`src/rtl/full_subtractor.sv`:
```
// Registered ripple-borrow subtractor: {co, s} = a - b - c, one-cycle latency.
// Optional sticky borrow flag enabled by defining FULL_SUBTRACTOR_STICKY_BORROW_EN.
module full_subtractor #(
    parameter int WIDTH = 1
) (
    input  logic             clk,
    input  logic             rst_n,
    input  logic             in_valid,
    input  logic [WIDTH-1:0] a,
    input  logic [WIDTH-1:0] b,
    input  logic             c,
`ifdef FULL_SUBTRACTOR_STICKY_BORROW_EN
    input  logic             borrow_clr,
    output logic             borrow_sticky,
`endif
    output logic             out_valid,
    output logic [WIDTH-1:0] s,
    output logic             co
);

    logic [WIDTH:0]   bin;
    logic [WIDTH-1:0] diff;

    logic [WIDTH-1:0] s_q,  s_d;
    logic             co_q, co_d;
    logic             vld_q;

    // Chain of 1-bit full-subtractor cells, borrow rippling from LSB.
    always_comb begin
        bin[0] = c;
        diff   = '0;
        for (int i = 0; i < WIDTH; i++) begin
            diff[i]  = a[i] ^ b[i] ^ bin[i];
            bin[i+1] = (~a[i] & b[i]) | (~a[i] & bin[i]) | (b[i] & bin[i]);
        end
    end

    // Capture a new result only when operands are valid; otherwise hold.
    always_comb begin
        s_d  = s_q;
        co_d = co_q;
        if (in_valid) begin
            s_d  = diff;
            co_d = bin[WIDTH];
        end
    end

    // Result and valid registers.
    always_ff @(posedge clk or negedge rst_n) begin
        if (!rst_n) begin
            s_q   <= '0;
            co_q  <= 1'b0;
            vld_q <= 1'b0;
        end else begin
            s_q   <= s_d;
            co_q  <= co_d;
            vld_q <= in_valid;
        end
    end

    assign s         = s_q;
    assign co        = co_q;
    assign out_valid = vld_q;

`ifdef FULL_SUBTRACTOR_STICKY_BORROW_EN
    logic sticky_q, sticky_d;

    // A fresh borrow sets the flag; set has priority over clear.
    always_comb begin
        sticky_d = (in_valid & bin[WIDTH]) | (sticky_q & ~borrow_clr);
    end

    // Sticky flag register, updated alongside co.
    always_ff @(posedge clk or negedge rst_n) begin
        if (!rst_n) begin
            sticky_q <= 1'b0;
        end else begin
            sticky_q <= sticky_d;
        end
    end

    assign borrow_sticky = sticky_q;
`endif

endmodule

```
`config.mk`:
```
export PLATFORM = sky130hd
export DESIGN_NAME = full_subtractor
export DESIGN_NICKNAME = d
export VERILOG_FILES = /design/src/rtl/full_subtractor.sv
export SDC_FILE = /design/constraint.sdc
export NUM_CORES = 1
export LEC_CHECK = 0
export CAP_MARGIN = 20
export CORE_AREA = 5 5 42 44
export CTS_BUF_LIST = sky130_fd_sc_hd__clkbuf_4 sky130_fd_sc_hd__clkbuf_8
export CTS_CLUSTER_DIAMETER = 60
export DETAILED_ROUTE_END_ITERATION = 8
export DIE_AREA = 0 0 47 49
export PLACE_DENSITY = 0.38
export SYNTH_ARGS = -nofsm -noshare
export SYNTH_HDL_FRONTEND = slang
export SYNTH_SLANG_ARGS = --single-unit
```
`constraint.sdc`:
```
create_clock -name clk -period 0.8 [get_ports clk]
set_input_delay 0.16 -clock clk [delete_from_list [all_inputs] [get_ports clk]]
set_output_delay 0.16 -clock clk [all_outputs]
set_load 0.1 [all_outputs]
```
==> flow_summary.toml, run 1 <==
[outcome]
status = "finished, violations left"
violations = "negative setup slack"

[global_route]
grt_pass1_wl_um = 476
grt_pass1_vias = 119
antenna_found_initial = 0
grt.total_usage = 0.0396
overflow = 0
grt_max_degree = 4

[drt]
postRouteAntennaNets = 0
viasPerCell = 2.89
vias = 110
wire_per_inst_um = 7.95
drt_iter0_markers = 2
drc = 0
drt_wl_total_um = 302
drt_first_pass_iters = 2

[die]
core_um2 = 1400
io_pins = 9
die-area_um2 = 2300
std_cell_rows = 14
initial_utilization = 0.0875
fp.dieH_um = 49
die-width_um = 47

[setup_path]
crit_type = "reg2out"
cp_slowest_cell = "dfrtp_4"
endpoint_kind = "primary output"
slowest_delay_ns = 0.48
worstPathArrival_ns = 0.88
worstPathCellList = "buf_12"
cp_max_fo = 2
cp.required_ns = 0.64
crit_family = "flip-flops"
startpoint_type = "flip-flop"
path_buf_inv = 1

[logic_synthesis]
synth_top_area_frac = 0.612
syn_area_um2 = 123
synth.largest_area_cell = "dfrtp_1"
syn_inst = 8
synth_cell_types = 6
synth_seq_area_share = 0.612
syn-num-nets = 15
yosys-top-cells-area = "dfrtp_1 61%, fa_1 16%, mux2_4 12%"
ys_warn_count = 0
syn_area_per_cell_um2 = 15.3
synth-seq-cells = 3

[sta]
skew_ns = 0
tightest_slew_ns = 0.135
fin_crit_ns = 1.04
fmax_mhz = 957
max_slew_margin = 0.910
final-hold-violation-count = 0
fin_crit_sh = 1.31
rsz0062_at_grt = "yes"
fin_ws_ns = -0.245
hold_ws_ns = 0.108
slew_viol_final = 0
finalSetupViolations = 4

[clock_network]
htreeDepth = 1
cts_tree = "built"
cts.path.max_buffers = 2
numCtsBuffers = 3
clkSinkCount = 3
root_buffer = "clkbuf_4"
insertion_delay_ns = 0.23
clk_pin_slew_ns = 0.04

[power_and_ir_drop]
p_int_mw = 0.511
p_seq_frac = 0.259
leakage_nw = 0.131
comb_power_share = 0.351
total_power_mw = 0.764
power.share.clock = 0.390
peakVddDrop_mv = 0.499
p_per_area_nw_per_um2 = 2500
p_sw_frac = 0.331
power.switching_mw = 0.253

[finish]
multiInputGateArea_um2 = 50.0
area_growth_pct = 149
layout.area.seq_um2 = 86.3
fillCellCount = 160
final_cell_mix = "4 x clkbuf_4, 3 x dfrtp_4, 3 x buf_12"
drive_above_1_share = 0.818
diodes = 0
mostFrequentLayoutCell = "clkbuf_4"
final_nets = 30
fin_cells = 38

[place]
port_buffers = 8
globalplace.congestion = 0.640
dp.cells = 33

[worst_hold_path]
min_path_type = "in2async"

[job]
maxCapViolations = 0
logic make-up (layout without fill, tap and decap cells):
family,Yosys count,count (layout),share of synthesized area
AOI/OAI and AO/OA,1,1,0.0408
adders and majority gates,1,1,0.163
buffers and inverters,1,15,0.0306
DFF,3,3,0.612
muxes,1,1,0.122
and+or+nand+nor,1,1,0.0306
per-layer routing:
layer / share of wire / GRT usage / up-vias / wire [µm]
met5: 0 / 0 / - / 0
met4: 0.036 / 0.0553 / 0 / 11
met3: 0.23 / 0.0590 / 2 / 69
met2: 0.30 / 0.0271 / 11 / 91
met1: 0.43 / 0.0356 / 45 / 129
li1: - / - / 52 / -
flip-flops by register name (all words and copies together) (netlist names):
name	count
co	1
out_valid	1
s	1
stage by stage:
stage	worst slack [ns]	utilization	cell area, µm²	setup TNS, ns
after global routing	-0.270	0.218	305	-1.03
final	-0.245	0.218	305	-0.920
after global placement	-0.583	0.194	272	-1.16
after CTS	-0.254	0.218	305	-0.952
after floorplan	-0.227	-	134	-0.310
after detailed placement	-0.602	0.194	272	-1.20
layout make-up:
| cell class | count | area share |
|---|---|---|
| tap | 16 | 0.0656 |
| multi-input combinational | 4 | 0.164 |
| inverter | 1 | 0.0123 |
| timing repair buffer | 10 | 0.377 |
| clock buffer | 4 | 0.0984 |
| sequential | 3 | 0.283 |
path summary, 6_finish.rpt:
kind | end | start | cells after the start | slack, ns
max | s | s | 1 | -0.24
min | co | rst_n | 1 | 0.11
max reg2reg | co | co | 2 | -0.20
min reg2reg | s | s | 2 | 0.59
max in group asynchronous | s | rst_n | 1 | 0.53
min in group clk | s | c | 3 | 0.31
cells in the mapped netlist:
master / count
dfrtp_1: 3
a21oi_1: 1
fa_1: 1
inv_1: 1
mux2_4: 1
nor2_1: 1
power by group through the flow:
| stage | Clock, mW | Sequential [mW] | Combinational, mW |
|---|---|---|---|
| after floorplan | 0 | 0.316 | 0.0221 |
| after global placement | 0 | 0.201 | 0.254 |
| after detailed placement | 0 | 0.202 | 0.257 |
| after CTS | 0.312 | 0.198 | 0.270 |
| after global routing | 0.330 | 0.200 | 0.277 |
| final | 0.298 | 0.198 | 0.268 |
timing repair:
action / 4_1_cts / 5_1_grt
endpoints found under the setup margin: 5 / 5
setup buffers: 1 / 0
gates resized for setup: 13 / 0
hold buffers: 0 / 0
pin swaps: 2 / 0
(Power assumes the default switching activity.)
==> run 2: changes to the inputs <==
SKIP_LAST_GASP = 1   (was not set)
==> results of run 2 <==
Same layout as run 1: the final DEF is identical, and so are final timing and power.
